<file path="config.mk">
export PLATFORM = sky130hd
export DESIGN_NAME = lsu_pma_arb
export DESIGN_NICKNAME = d
export VERILOG_FILES = /design/src/rtl/lsu_pma_arb.sv
export SDC_FILE = /design/constraint.sdc
export NUM_CORES = 1
export LEC_CHECK = 0
export BUFFER_PORTS_ARGS = -buffer_cell sky130_fd_sc_hd__buf_4
export CAP_MARGIN = 20
export CORE_ASPECT_RATIO = 0.6
export CORE_MARGIN = 4
export CORE_UTILIZATION = 35
export CTS_CLUSTER_SIZE = 24
export DETAILED_ROUTE_END_ITERATION = 7
export GPL_TIMING_DRIVEN = 0
export PLACE_DENSITY_LB_ADDON = 0.3
export SETUP_SLACK_MARGIN = 0.02
export SYNTH_ARGS = -nofsm -noshare
export SYNTH_HDL_FRONTEND = slang
export SYNTH_SLANG_ARGS = --single-unit
</file>
<file path="constraint.sdc">
create_clock -name clk -period 2.23 [get_ports clk]
set_clock_uncertainty 0.1 [all_clocks]
set_input_delay 0.223 -clock clk [delete_from_list [all_inputs] [get_ports clk]]
set_output_delay 0.223 -clock clk [all_outputs]
set_load 0.05 [all_outputs]
</file>
<file path="src/rtl/lsu_pma_arb.sv">
`default_nettype none
// ============================================================================
//  Module      : lsu_pma_arb
//  Description : Shares the single LSU PMA/IO-region checker between the LSQ
//                store and load requesters. One lookup is granted per cycle.
//                Stores have priority, and a counter stops loads from starving.
//                The checker has one cycle of latency; its result comes back
//                as {tag, is_st, is_io} on a valid/ready response port.
//
//  Ports
//    clk, rstn            clock, asynchronous active-low reset
//    flush                pipeline flush (same cycle as the checker's flush)
//    st_req_*             store lookup request / accept (rdy == grant)
//    ld_req_*             load lookup request / accept (rdy == grant)
//    pma_st_*             to checker: store valid + paddr in the grant cycle
//    pma_ld_vld_o         to checker: load valid in the grant cycle
//    pma_ld_paddr_o,
//    pma_ld_dtlb_hit_o    to checker: load paddr / DTLB hit in the result cycle
//    pma_is_io_i          checker result, valid the cycle after a grant
//    rsp_*                response {tag, is_st, is_io} with valid/ready
//
//  Revision    : 1.0  initial release
// ============================================================================
module lsu_pma_arb #(
  parameter int PHYSICAL_ADDR_LEN = 56,
  parameter int TAG_W             = 4,
  parameter int LD_STARVE_MAX     = 4
) (
  input  logic                         clk,
  input  logic                         rstn,
  input  logic                         flush,

  input  logic                         st_req_vld_i,
  input  logic [PHYSICAL_ADDR_LEN-1:0] st_req_paddr_i,
  input  logic [TAG_W-1:0]             st_req_tag_i,
  output logic                         st_req_rdy_o,

  input  logic                         ld_req_vld_i,
  input  logic [PHYSICAL_ADDR_LEN-1:0] ld_req_paddr_i,
  input  logic                         ld_req_dtlb_hit_i,
  input  logic [TAG_W-1:0]             ld_req_tag_i,
  output logic                         ld_req_rdy_o,

  output logic                         pma_st_vld_o,
  output logic [PHYSICAL_ADDR_LEN-1:0] pma_st_paddr_o,
  output logic                         pma_ld_vld_o,
  output logic [PHYSICAL_ADDR_LEN-1:0] pma_ld_paddr_o,
  output logic                         pma_ld_dtlb_hit_o,
  input  logic                         pma_is_io_i,

  output logic                         rsp_vld_o,
  input  logic                         rsp_rdy_i,
  output logic [TAG_W-1:0]             rsp_tag_o,
  output logic                         rsp_is_st_o,
  output logic                         rsp_is_io_o
);

  // Counter must be able to hold LD_STARVE_MAX itself.
  localparam int                c_CNT_W       = $clog2(LD_STARVE_MAX + 1);
  localparam logic [c_CNT_W-1:0] c_STARVE_MAX = c_CNT_W'(LD_STARVE_MAX);

  typedef enum logic [1:0] {
    S_IDLE   = 2'd0,   // nothing in flight
    S_LOOKUP = 2'd1,   // checker result arrives this cycle
    S_HOLD   = 2'd2    // result buffered, waiting for rsp_rdy_i
  } state_t;

  state_t                       r_state;
  logic [c_CNT_W-1:0]           r_starve_cnt;
  logic [TAG_W-1:0]             r_tag;
  logic                         r_is_st;
  logic [PHYSICAL_ADDR_LEN-1:0] r_ld_paddr;
  logic                         r_ld_dtlb_hit;
  logic                         r_hold_io;

  logic w_busy;
  logic w_can_grant;
  logic w_ld_win;
  logic w_st_gnt;
  logic w_ld_gnt;
  logic w_any_gnt;

  // --------------------------------------------------------------------------
  // Arbitration
  // --------------------------------------------------------------------------
  assign w_busy = (r_state != S_IDLE);

  // A new lookup may start when nothing is in flight, or when the current
  // response retires this cycle. rstn gates it so both rdy stay low while
  // reset is asserted.
  assign w_can_grant = rstn & ~flush & (~w_busy | rsp_rdy_i);

  // Load wins when it is alone, or when it has lost LD_STARVE_MAX times in a row.
  assign w_ld_win  = ld_req_vld_i & (~st_req_vld_i | (r_starve_cnt == c_STARVE_MAX));
  assign w_st_gnt  = w_can_grant & st_req_vld_i & ~w_ld_win;
  assign w_ld_gnt  = w_can_grant & w_ld_win;
  assign w_any_gnt = w_st_gnt | w_ld_gnt;

  // --------------------------------------------------------------------------
  // State, starvation counter, in-flight and hold registers
  // --------------------------------------------------------------------------
  always_ff @(posedge clk or negedge rstn) begin
    if (!rstn) begin
      r_state       <= S_IDLE;
      r_starve_cnt  <= '0;
      r_tag         <= '0;
      r_is_st       <= 1'b0;
      r_ld_paddr    <= '0;
      r_ld_dtlb_hit <= 1'b0;
      r_hold_io     <= 1'b0;
    end else begin
      if (flush) begin
        // In-flight and buffered results are dropped; grants are already
        // blocked this cycle, so the in-flight register is left as is.
        r_state      <= S_IDLE;
        r_starve_cnt <= '0;
      end else begin
        if (w_any_gnt) begin
          r_state <= S_LOOKUP;
        end else if (w_busy && !rsp_rdy_i) begin
          r_state <= S_HOLD;
        end else begin
          r_state <= S_IDLE;
        end

        // The checker only drives its result in the lookup cycle; keep it
        // if the consumer is stalling.
        if (r_state == S_LOOKUP && !rsp_rdy_i) begin
          r_hold_io <= pma_is_io_i;
        end

        if (w_ld_gnt || !ld_req_vld_i) begin
          r_starve_cnt <= '0;
        end else if (w_st_gnt && (r_starve_cnt != c_STARVE_MAX)) begin
          r_starve_cnt <= r_starve_cnt + 1'b1;
        end
      end

      if (w_any_gnt) begin
        r_tag   <= w_st_gnt ? st_req_tag_i : ld_req_tag_i;
        r_is_st <= w_st_gnt;
      end

      // The checker samples the load address one cycle after valid, so the
      // load address/hit are held here until the next load grant.
      if (w_ld_gnt) begin
        r_ld_paddr    <= ld_req_paddr_i;
        r_ld_dtlb_hit <= ld_req_dtlb_hit_i;
      end
    end
  end

  // --------------------------------------------------------------------------
  // Outputs
  // --------------------------------------------------------------------------
  assign st_req_rdy_o      = w_st_gnt;
  assign ld_req_rdy_o      = w_ld_gnt;

  assign pma_st_vld_o      = w_st_gnt;
  assign pma_st_paddr_o    = w_st_gnt ? st_req_paddr_i : '0;
  assign pma_ld_vld_o      = w_ld_gnt;
  assign pma_ld_paddr_o    = r_ld_paddr;
  assign pma_ld_dtlb_hit_o = r_ld_dtlb_hit;

  assign rsp_vld_o   = w_busy & ~flush;
  assign rsp_tag_o   = r_tag;
  assign rsp_is_st_o = r_is_st;
  assign rsp_is_io_o = (r_state == S_LOOKUP) ? pma_is_io_i :
                       (r_state == S_HOLD)   ? r_hold_io   : 1'b0;

endmodule
`default_nettype wire

</file>
After elaboration in Yosys (flattened, before gate mapping):

Cells that the tools add are included.
W data, S select, Z words.

* bits in registers: 68
* input bits: 128
* word-level logic and storage cells: 45

* $add $sub $neg: 1
* equality and inequality tests: 4
* muxes and demuxes: 10
* bitwise gates (word level): 14
* reductions and logical operators: 9

Operator list (number)
* $mux W56: 1
* $mux W3: 3
* $and A1 B1 Y1: 7
* $mux W2: 3
* $mux W4: 1
* $not A1 Y1: 4
* $add A3 B1 Y3 const B: 1
* $eq A3 B3 Y1 const B: 1
* $logic_and A1 B1 Y1: 3
* $ne A3 B3 Y1 const B: 1
* $or A1 B1 Y1: 3
* $reduce_bool A3 Y1: 1
* $eq A2 B1 Y1 const B: 1
* $eq A2 B2 Y1 const B: 1
* $logic_not A1 Y1: 2
* $mux W1: 2
* $reduce_and A2 Y1: 1
* $reduce_bool A2 Y1: 1
* $logic_or A1 B1 Y1: 1

Logic depth before layout (Yosys ltp):

Gate-level depths: netlist of run 1.

* word-level depth: 10
* gate-level depth with buffers: 8
* mapped depth without buffers: 6

Worst setup path before layout of run 1:

No wires, ideal clock.

* kind: reg2out
* from: register r_state[0]
* to: output pma_st_paddr_o[44]
* arrival time: 2126 ps
* required time: 1907 ps
* slack: -219 ps
* cell stages (with the launch flop): 6
* cell sequence: dfrtp_1 -> o21bai_2 -> nand4_1 -> inv_1 -> clkbuf_1 -> and2_1

* cells in the longest elaborated chain, start to end: 7

RTL lines
* start, declared: line 68 `state_t r_state;`
* start signal, assigned: line 104 `r_state <= S_IDLE;`
* start signal, assigned: line 115 `r_state <= S_IDLE;`
* start signal, assigned: line 119 `r_state <= S_LOOKUP;`
* $reduce_bool A2 Y1: line 86 `assign w_busy = (r_state != S_IDLE);`
* $not A1 Y1: line 91 `assign w_can_grant = rstn & ~flush & (~w_busy | rsp_rdy_i);`
* $or A1 B1 Y1: line 91
* $and A1 B1 Y1: line 91
* $and A1 B1 Y1 (2 in series): line 95 `assign w_st_gnt = w_can_grant & st_req_vld_i & ~w_ld_win;`
* net pma_st_vld_o: line 44 `output logic pma_st_vld_o,`
* $mux W56: line 160 `assign pma_st_paddr_o = w_st_gnt ? st_req_paddr_i : '0;`
* end, declared: line 45 `output logic [PHYSICAL_ADDR_LEN-1:0] pma_st_paddr_o,`

The timed path passes the listed nets, and every way through them passes these cells.

Final worst setup path of run 1:

* from: register r_starve_cnt[0]
* to: output pma_st_paddr_o[21]

* cells in the longest elaborated chain, start to end: 6

RTL lines
* start, declared: line 69 `logic [c_CNT_W-1:0] r_starve_cnt;`
* start signal, assigned: line 135 `r_starve_cnt <= r_starve_cnt + 1'b1;`
* $eq A3 B3 Y1: line 94 `assign w_ld_win = ld_req_vld_i & (~st_req_vld_i | (r_starve_cnt == c_STARVE_MAX));`
* $or A1 B1 Y1: line 94
* $and A1 B1 Y1: line 94
* $not A1 Y1: line 95
* $and A1 B1 Y1: line 95
* $mux W56: line 160

Every way passes these cells.

==> results of run 1 <==
[where the power goes]
group / total [mW] / switching (mW) / internal [mW]
clock network: 1.43 / 0.499 / 0.927
logic: 2.34 / 1.45 / 0.882
registers: 1.67 / 0.156 / 1.51
total: 5.43 / 2.11 / 3.32
[path summary, 6_finish.rpt]
kind                                              from                             end  depth (start not counted)
max                        r_starve_cnt[0]$_DFFE_PN0P_              pma_st_paddr_o[21]                          9
min                                 ld_req_paddr_i[11]  pma_ld_paddr_o[11]$_DFFE_PN0P_                          2
max reg2reg                       r_state[0]$_DFF_PN0_   pma_ld_paddr_o[8]$_DFFE_PN0P_                          7
min reg2reg                      r_hold_io$_DFFE_PN0P_           r_hold_io$_DFFE_PN0P_                          1
max in group asynchronous                         rstn  pma_ld_paddr_o[50]$_DFFE_PN0P_                          3
min in group asynchronous                         rstn            r_state[1]$_DFF_PN0_                          3
[what timing repair did]
item | CTS | global route
gates cloned | 0 | 6
hold endpoints to repair | 69 | 68
buffers inserted | 10 | 6
hold buffers | 1 | 3
pin swaps | 5 | 33
setup endpoints to repair | 117 | 108
resized for setup | 36 | 115
[per-layer routing]
layer | global-route usage, % | share of wire [%]
met5 | 0 | 0
met4 | 2.98 | 0.48
met3 | 7.60 | 9.0
met2 | 32.5 | 48
met1 | 28.4 | 42
[flip-flops by register name, indices dropped and copies added (netlist names)]
signal             count
pma_ld_paddr_o        56
rsp_is_st_o            1
r_hold_io              1
r_state                2
r_starve_cnt           3
rsp_tag_o              4
pma_ld_dtlb_hit_o      1
[critical path: stages, from the launching register on]
cell,delay (ns)
dfrtp_1,0.36
inv_2,0.06
ha_4,0.17
nand3_2,0.07
nand4_1,0.16
inv_2,0.17
buf_12,0.16
clkbuf_16,0.14
and2_4,0.15
buf_8,0.14
[synthesized netlist by cell type (2+ instances only)]
master    count
nand2b_1      2
nand3_1       2
buf_4         6
nand2_1       2
a31oi_1       2
buf_12        2
and2_1       56
o21ai_0       4
ha_1          2
a31o_2        4
dfrtp_1      68
nor2_1        4
mux2_4       10
o221a_2       4
inv_1         4
a21oi_1       2
clkbuf_1      6
mux2_2       48
nand4_1       3
[per-stage QoR]
step | instance area (um2) | std cells
after floorplan | 3180 | 244
after global placement | 5200 | 607
after detailed placement | 5200 | 607
after CTS | 5710 | 634
after global routing | 6330 | 649
final | 6330 | 649
[logic make-up after synthesis]
| kind of cell | Yosys count | share of synthesized area, % |
|---|---|---|
| AO/OA/AOI/OAI | 19 | 4.77 |
| adder cells (fa/ha/maj) | 2 | 0.788 |
| buffers and inverters | 20 | 4.18 |
| flip-flops | 68 | 53.6 |
| multiplexers | 58 | 21.8 |
| AND/OR/NAND/NOR | 77 | 14.9 |
[layout make-up]
type	instances	area, um2	share of cell area [%]
Inverter	5	23.8	0.376
Clock inverter	3	45.0	0.712
Clock buffer	13	260	4.11
Sequential cell	68	1700	26.9
Tap cell	112	140	2.22
Multi-Input combinational cell	156	1460	23.1
Timing Repair Buffer	277	2510	39.7
Buffer	15	181	2.87
==> reports/summary.txt, run 1 <==
Status = finished, final reports clean
Num CTS Buffers = 9
IO buf count = 251
CP endpoint kind = output pin
Drt wl/cell = 20.1 um
DRT iter0 DRCs = 126
Setup slack at placement = -0.922 ns
EDFF count, synth = 0
DIE AREA = 0.0107 mm2
Top FF cell, synth = dfrtp_1
Placer Congestion = 0.772
Largest net degree at the start of global routing = 71
Ports = 252
First-pass GRT wire length = 16,800 um
Commonest non-fill, non-tap cell in the layout = buf_4
Ys Warns = 0
Mapped cell area = 0.00317 mm2
Worst Max-Slew Pin Slew = 0.278 ns
Minimum clock period = 2.23 ns
Worst-case clock buffer depth = 2
Number of global-route vias before repair = 3,204
Top post-synthesis cells by area = dfrtp_1, mux2_2, and2_1
Overflow after GRT = 0
Crit share post-route = 99.8%
Worst-skew pair later-pin latency = 0.32 ns
Final Power = 5.43 mW
Mapped Cells = 244
CTS tree = yes
Post-route DRC = 0
Critical path arrival = 1.90 ns
Final hold slack = 0.0339 ns
Routed wire length = 13,100 um
Antenna cell count = 0
Row cnt = 26
Vias per Instance = 4.79
Unrepaired setup endpoints after global routing = yes
Pleak = 3.13 nW
Synthesized area per cell = 13.0 um2
CTS H-tree lvls = 3
Hold crit path type = in -> reg
FF-to-FF setup slack = 0.04 ns
Utilization after layout = 73.1%
Initial antenna violation count = 0
Share of Yosys cell area claimed by the top area cell type = 53.6%
Die W = 131 um
CP required = 1.91 ns
Critical Path Source Type = flip-flop
DR vias = 3,106
Yosys reg bits = 68
Drt first pass iters = 4
Ratio of cells with drive above 1 in the final layout = 77.5%
Final ANT Viol Nets = 0
Register area share after synthesis = 53.6%
# setup viols final = 0
Pwr dens = 858 mW/mm2
Final hold violations = 0
GRT Overall Usage = 20.8%
Post-synth ARST share = 100%
Mapped Nets = 374
Fmax = 0.449 GHz
Relative slew slack = 81.2%
Starting density of the core = 36.7%
Root buffer selected by CTS = clkbuf_16
Max Slew Vio Count = 0
Crit Path Category = reg -> out
Layout net count = 662
Die Span Y = 81.8 um
Placeable Area = 0.00865 mm2
Fillers = 578
Setup TNS = 0 ns
HPWL after DPL = 9280 um
Post-synth cell types = 32
Area grow syn2layout = 99.3%
Max-cap violations = 0
Setup ws final = 0.00377 ns
CTS Sinks = 68
VDD IR-drop max = 0.000648 V
Worst-path fanout max = 8
Clock slew at reported path FFs = 0.06 ns
Largest area contributor in the netlist = dfrtp_1
Most frequent cells in the layout = buf_4, dfrtp_1, mux2_2, buf_8, and2_4
No activity file was read; power rests on OpenSTA's default activity.
==> inputs of run 2 (changes only) <==
Settings changed: CORE_UTILIZATION 35 to 40.
==> reports/summary.txt, run 2 (synthesis results as in run 1) <==
Critical Path Source Type = flip-flop
Number of global-route vias before repair = 3,432 (+7.1%)
DRT iter0 DRCs = 187 (+48%)
CP required = 1.91 ns (about the same)
Fillers = 399 (-31%)
Slowest cell on the critical path = or4_4
Worst-skew pair later-pin latency = 0.33 ns (about the same)
IO buf count = 251 (unchanged)
Pleak = 3.09 nW (-1.2%)
CTS Sinks = 68 (unchanged)
First-pass GRT wire length = 18,500 um (+10%)
Pwr dens = 864 mW/mm2 (+0.68%)
Critical Path Start = r_state[1]$_DFF_PN0_
Layout net count = 658 (-0.60%)
Utilization after layout = 82.7% (+9.6 points)
Hold-fix buffers, CTS = 2 (+1)
Vias per Instance = 4.95 (+3.5%)
Status = finished with violations
Area occupied by multi-input gates = 0.00148 mm2 (+1.5%)
Total placed cells including tap cells = 599 (-1.3%)
# setup viols final = 7 (+7)
Clock slew at reported path FFs = 0.05 ns (about the same)
Drt wl/cell = 21.2 um (+5.4%)
GRT Overall Usage = 25.6% (+4.8 points)
Die W = 123 um (-6.1%)
Most common cell on crit path = buf_8
Crit share post-route = 102% (+2.1 points)
CTS H-tree lvls = 3 (unchanged)
Starting density of the core = 42.5% (+5.8 points)
Routed wire length = 13,500 um (+3.1%)
Final Power = 5.35 mW (-1.5%)
CP delay by family, top = simple AND/OR/NAND/NOR gates
Fmax = 0.440 GHz (-2.1%)
Die Span Y = 77.0 um (-5.8%)
Worst-case clock buffer depth = 2 (unchanged)
Slowest cell delay on critical path = 0.52 ns (+0.16 ns)
DR vias = 3,145 (+1.3%)
Placer Congestion = 0.874 (+13%)
Area grow syn2layout = 94.9%
Num CTS Buffers = 9 (unchanged)
Unrepaired setup endpoints after global routing = yes
Antenna cell count = 0 (unchanged)
Overflow after GRT = 0 (unchanged)
Most frequent cells in the layout = buf_4, dfrtp_1, mux2_2, and2_4, buf_8
Max Slew Vio Count = 0 (unchanged)
Setup slack at placement = -0.945 ns (-0.0225 ns)
Reg2reg start = r_state[1]$_DFF_PN0_
VDD IR-drop max = 0.000922 V (+42%)
Violated checks = negative hold slack, negative setup slack
Drt first pass iters = 4 (unchanged)
Relative slew slack = 77.6% (-3.6 points)
Minimum clock period = 2.27 ns (+0.0470 ns)
Crit Path Category = reg -> out
Ports = 252 (unchanged)
Max-cap violations = 0 (unchanged)
CP endpoint kind = output pin
Critical path cell sequence = o21ba_4 -> or4_4 -> clkinv_4 -> buf_8 -> buf_6 -> buf_8
HPWL after DPL = 9040 um (-2.6%)
Critical path arrival = 1.95 ns (+0.05 ns)
Post-route DRC = 0 (unchanged)
Root buffer selected by CTS = clkbuf_16
Ratio of cells with drive above 1 in the final layout = 77.6% (+0.12 points)
Final hold slack = -0.329 ns (-0.363 ns)
Initial antenna violation count = 0 (unchanged)
Bufs and invs on worst path = 4 (-1)
Worst Max-Slew Pin Slew = 0.336 ns (+0.0585 ns)
CTS tree = yes
Commonest non-fill, non-tap cell in the layout = buf_4
Final ANT Viol Nets = 0 (unchanged)
Row cnt = 24 (-7.7%)
Largest net degree at the start of global routing = 71 (unchanged)
Setup ws final = -0.0432 ns (-0.0470 ns)
Max reg flops = 56 (unchanged)
Non-Filler Instances = 635 (-2.2%)
Worst-path fanout max = 4 (-4)
DIE AREA = 0.00947 mm2 (-12%)
Placeable Area = 0.00748 mm2 (-14%)
Hold crit path type = in -> async
Register area = 0.00170 mm2 (unchanged)
Final hold violations = 68 (+68)
[run 2: changes by cell type in the layout (fill, tap and decap cells not counted), moves of 2 or more]
| cell | change |
|---|---|
| clkbuf_8 | -2 |
| buf_12 | -2 |
| mux2_4 | +3 |
| clkinv_2 | +2 |
| clkinvlp_4 | -2 |
| buf_8 | -3 |
| buf_6 | +8 |
| clkbuf_16 | -4 |
| mux2_2 | -3 |
[run 2: worst reg2reg max path: stages, from the launching register on]
cell	delay, ns
dfrtp_2	0.44
o21ba_4	0.26
or4_4	0.52
clkinv_4	0.08
buf_6	0.12
buf_12	0.14
clkbuf_16	0.15
mux2_4	0.30
[run 2: through the flow]
| stage | TNS (ns) | hold slack, ns | cell area (um2) |
|---|---|---|---|
| CTS | -0.515 | -0.304 | 5800 |
| global placement | -64.11 | 0.279 | 5190 |
| global route | -2.97 | -0.305 | 6190 |
| detailed placement | -73.78 | 0.289 | 5190 |
| floorplan | 0 | -0.173 | 3180 |
| finish | -0.0848 | -0.329 | 6190 |
[run 2: layer usage]
layer	up-vias	wire length, um	global-route usage [%]
li1	1408	-	-
met1	1550	4830	30.7
met2	152	7150	43.3
met3	35	1140	9.19
met4	0	368	6.96
met5	-	0	0
[run 2: cell type report]
class                           instances  share of cell area (%)
Timing Repair Buffer                  274                    38.7
Sequential cell                        68                    27.5
Multi-Input combinational cell        156                    23.9
Clock buffer                           11                    3.76
Buffer                                 14                    2.89
Tap cell                              104                    2.10
Clock inverter                          3                   0.647
Inverter                                5                   0.384
[run 2: repair_timing]
action,4_1_cts,5_1_grt
hold endpoints to repair,69,68
setup buffers,12,8
pin swaps,5,4
endpoints found under the setup margin,117,109
gates resized for setup,67,87
gates cloned,0,2
[run 2: path summary, 6_finish.rpt]
| check | end | slack (ns) | cells past startpoint |
|---|---|---|---|
| hold / removal | pma_ld_paddr_o[20]$_DFFE_PN0P_ | -0.33 | 1 |
| min in group clk | pma_ld_paddr_o[12]$_DFFE_PN0P_ | 0.02 | 2 |
| max in group asynchronous | r_state[0]$_DFF_PN0_ | 2.07 | 1 |
| hold reg to reg | rsp_is_st_o$_DFFE_PN0P_ | 0.40 | 2 |
| setup / recovery | pma_ld_vld_o | -0.04 | 6 |
| setup reg to reg | pma_ld_paddr_o[6]$_DFFE_PN0P_ | -0.01 | 7 |
[run 2: where the power goes]
part           total (mW)  internal, mW  switching [mW]
logic                2.34         0.875            1.47
clock network        1.34         0.848           0.489
registers            1.67          1.51           0.156
==> inputs of run 3 (changes only) <==
Settings changed: SETUP_SLACK_MARGIN 0.02 to default.
==> reports/summary.txt, run 3 (synthesis results as in run 1) <==
Commonest non-fill, non-tap cell in the layout = buf_4
Placeable Area = 0.00748 mm2 (unchanged)
CTS tree = yes
Die Span Y = 77.0 um (unchanged)
Reg2reg start = r_state[1]$_DFF_PN0_
Antenna cell count = 0 (unchanged)
Layout net count = 660 (+0.30%)
Post-route cell area = 0.00614 mm2 (-0.83%)
Min-delay src = ld_req_paddr_i[26]
Worst-skew pair later-pin latency = 0.33 ns (about the same)
Root buffer selected by CTS = clkbuf_16
Initial antenna violation count = 0 (unchanged)
Ports = 252 (unchanged)
Setup slack at placement = -0.945 ns (unchanged)
Unrepaired setup endpoints after global routing = yes
Starting density of the core = 42.5% (unchanged)
Critical path arrival = 1.94 ns (about the same)
Clock slew at reported path FFs = 0.05 ns (about the same)
CTS H-tree lvls = 3 (unchanged)
Register share of total power = 31.3% (about the same)
GRT Overall Usage = 25.4% (-0.11 points)
Area after DPL = 0.00519 mm2 (unchanged)
Final Power = 5.34 mW (about the same)
HPWL after DPL = 9040 um (unchanged)
DR vias = 3,115 (-0.95%)
P_sw = 2.12 mW (+0.24%)
Area grow syn2layout = 93.3%
Crit Path Category = reg -> out
Minimum clock period = 2.26 ns (-0.0109 ns)
Status = finished with violations
Clk network pwr share = 25.0% (about the same)
Die W = 123 um (unchanged)
Int Power = 3.23 mW (-0.24%)
CTS Sinks = 68 (unchanged)
Hold crit path type = in -> reg
Row cnt = 24 (unchanged)
Critical Path Start = r_state[1]$_DFF_PN0_
Max-cap violations = 0 (unchanged)
Routed wire length = 13,600 um (+0.70%)
Pwr dens = 871 mW/mm2 (+0.79%)
Max Slew Vio Count = 0 (unchanged)
Largest net degree at the start of global routing = 71 (unchanged)
Setup ws final = -0.0323 ns (+0.0109 ns)
Ratio of cells with drive above 1 in the final layout = 76.5% (-1.0 points)
Final ANT Viol Nets = 0 (unchanged)
Num CTS Buffers = 9 (unchanged)
Overflow after GRT = 0 (unchanged)
Switching share of power = 39.6% (+0.11 points)
Number of global-route vias before repair = 3,431 (-0.029%)
DIE AREA = 0.00947 mm2 (unchanged)
Comb power frac = 43.7% (about the same)
Worst Max-Slew Pin Slew = 0.278 ns (-0.0587 ns)
IO buf count = 251 (unchanged)
Max reg flops = 56 (unchanged)
Fmax = 0.442 GHz (+0.48%)
First-pass GRT wire length = 18,400 um (-0.48%)
Critical Path Source Type = flip-flop
CP endpoint kind = output pin
Worst-case clock buffer depth = 2 (unchanged)
Post-route DRC = 0 (unchanged)
Pleak = 3.07 nW (-0.52%)
VDD IR-drop max = 0.000941 V (+2.1%)
# setup viols final = 2 (-5)
Drt wl/cell = 21.3 um (+0.39%)
CP required = 1.91 ns (about the same)
Violated checks = negative setup slack
DRT iter0 DRCs = 175 (-6.4%)
Worst-path fanout max = 4 (unchanged)
Vias per Instance = 4.89 (-1.3%)
Final hold slack = 0.0232 ns (+0.352 ns)
Crit share post-route = 101% (-0.49 points)
Relative slew slack = 81.2% (+3.7 points)
Final hold violations = 0 (-100%)
Most frequent cells in the layout = buf_4, dfrtp_1, mux2_2, and2_4, buf_6
Drt first pass iters = 4 (unchanged)
Placer Congestion = 0.874 (unchanged)
## run 3: area by class of cell
class / instances / area, um2
Fill cell: 432 / 1340
Multi-Input combinational cell: 156 / 1460
Buffer: 13 / 168
Timing Repair Buffer: 277 / 2380
Clock inverter: 3 / 40.0
Tap cell: 104 / 130
Clock buffer: 11 / 233
Sequential cell: 68 / 1700
Inverter: 5 / 23.8
## run 3: power by group through the flow
stage / combinational [mW] / sequential (mW) / clock (mW)
3_5_place_dp: 2.23 / 1.68 / 0
4_1_cts: 2.27 / 1.67 / 1.37
3_3_place_gp: 2.20 / 1.66 / 0
5_1_grt: 2.42 / 1.71 / 1.43
6_report: 2.34 / 1.67 / 1.34
2_1_floorplan: 0.461 / 2.63 / 0
## run 3: per-layer routing
layer / part of all wire, % / vias up / global-route usage (%)
li1: - / 1412 / -
met4: 1.7 / 0 / 6.85
met3: 8.5 / 18 / 9.63
met5: 0 / - / 0
met1: 36 / 1537 / 30.4
met2: 54 / 148 / 43.1
## run 3: what timing repair did
action / CTS / global route
hold buffers: 2 / 3
pin swaps: 5 / 4
gates cloned: 0 / 3
resized for setup: 57 / 76
buffers inserted: 12 / 6
setup endpoints to repair: 117 / 94
hold endpoints to repair: 69 / 68
## run 3: worst paths after layout
kind                                                  endpoint  slack, ns  cells after the start
min in group asynchronous       pma_ld_paddr_o[11]$_DFFE_PN0P_       0.32                      2
worst max register to register  pma_ld_paddr_o[36]$_DFFE_PN0P_       0.02                      6
worst max-delay path                              pma_ld_vld_o      -0.03                      6
worst min register to register  pma_ld_paddr_o[52]$_DFFE_PN0P_       0.41                      1
worst min-delay path            pma_ld_paddr_o[26]$_DFFE_PN0P_       0.02                      2
max in group asynchronous                 r_state[0]$_DFF_PN0_       1.48                      3
## run 3: stage by stage
stage                     utilization [%]  std cells  setup TNS (ns)
final                                82.1        637         -0.0354
after global routing                 82.1        637           -2.20
after CTS                            76.7        625         -0.0747
after floorplan                         -        244               0
after global placement               69.4        599          -64.11
after detailed placement             69.4        599          -73.78
## run 3: critical path, stage by stage, from the launching register on
cell and delay [ns]:
dfrtp_2 0.44, o21ba_4 0.25, or4_4 0.52, clkinv_4 0.08, buf_8 0.10, buf_6 0.09, buf_8 0.13
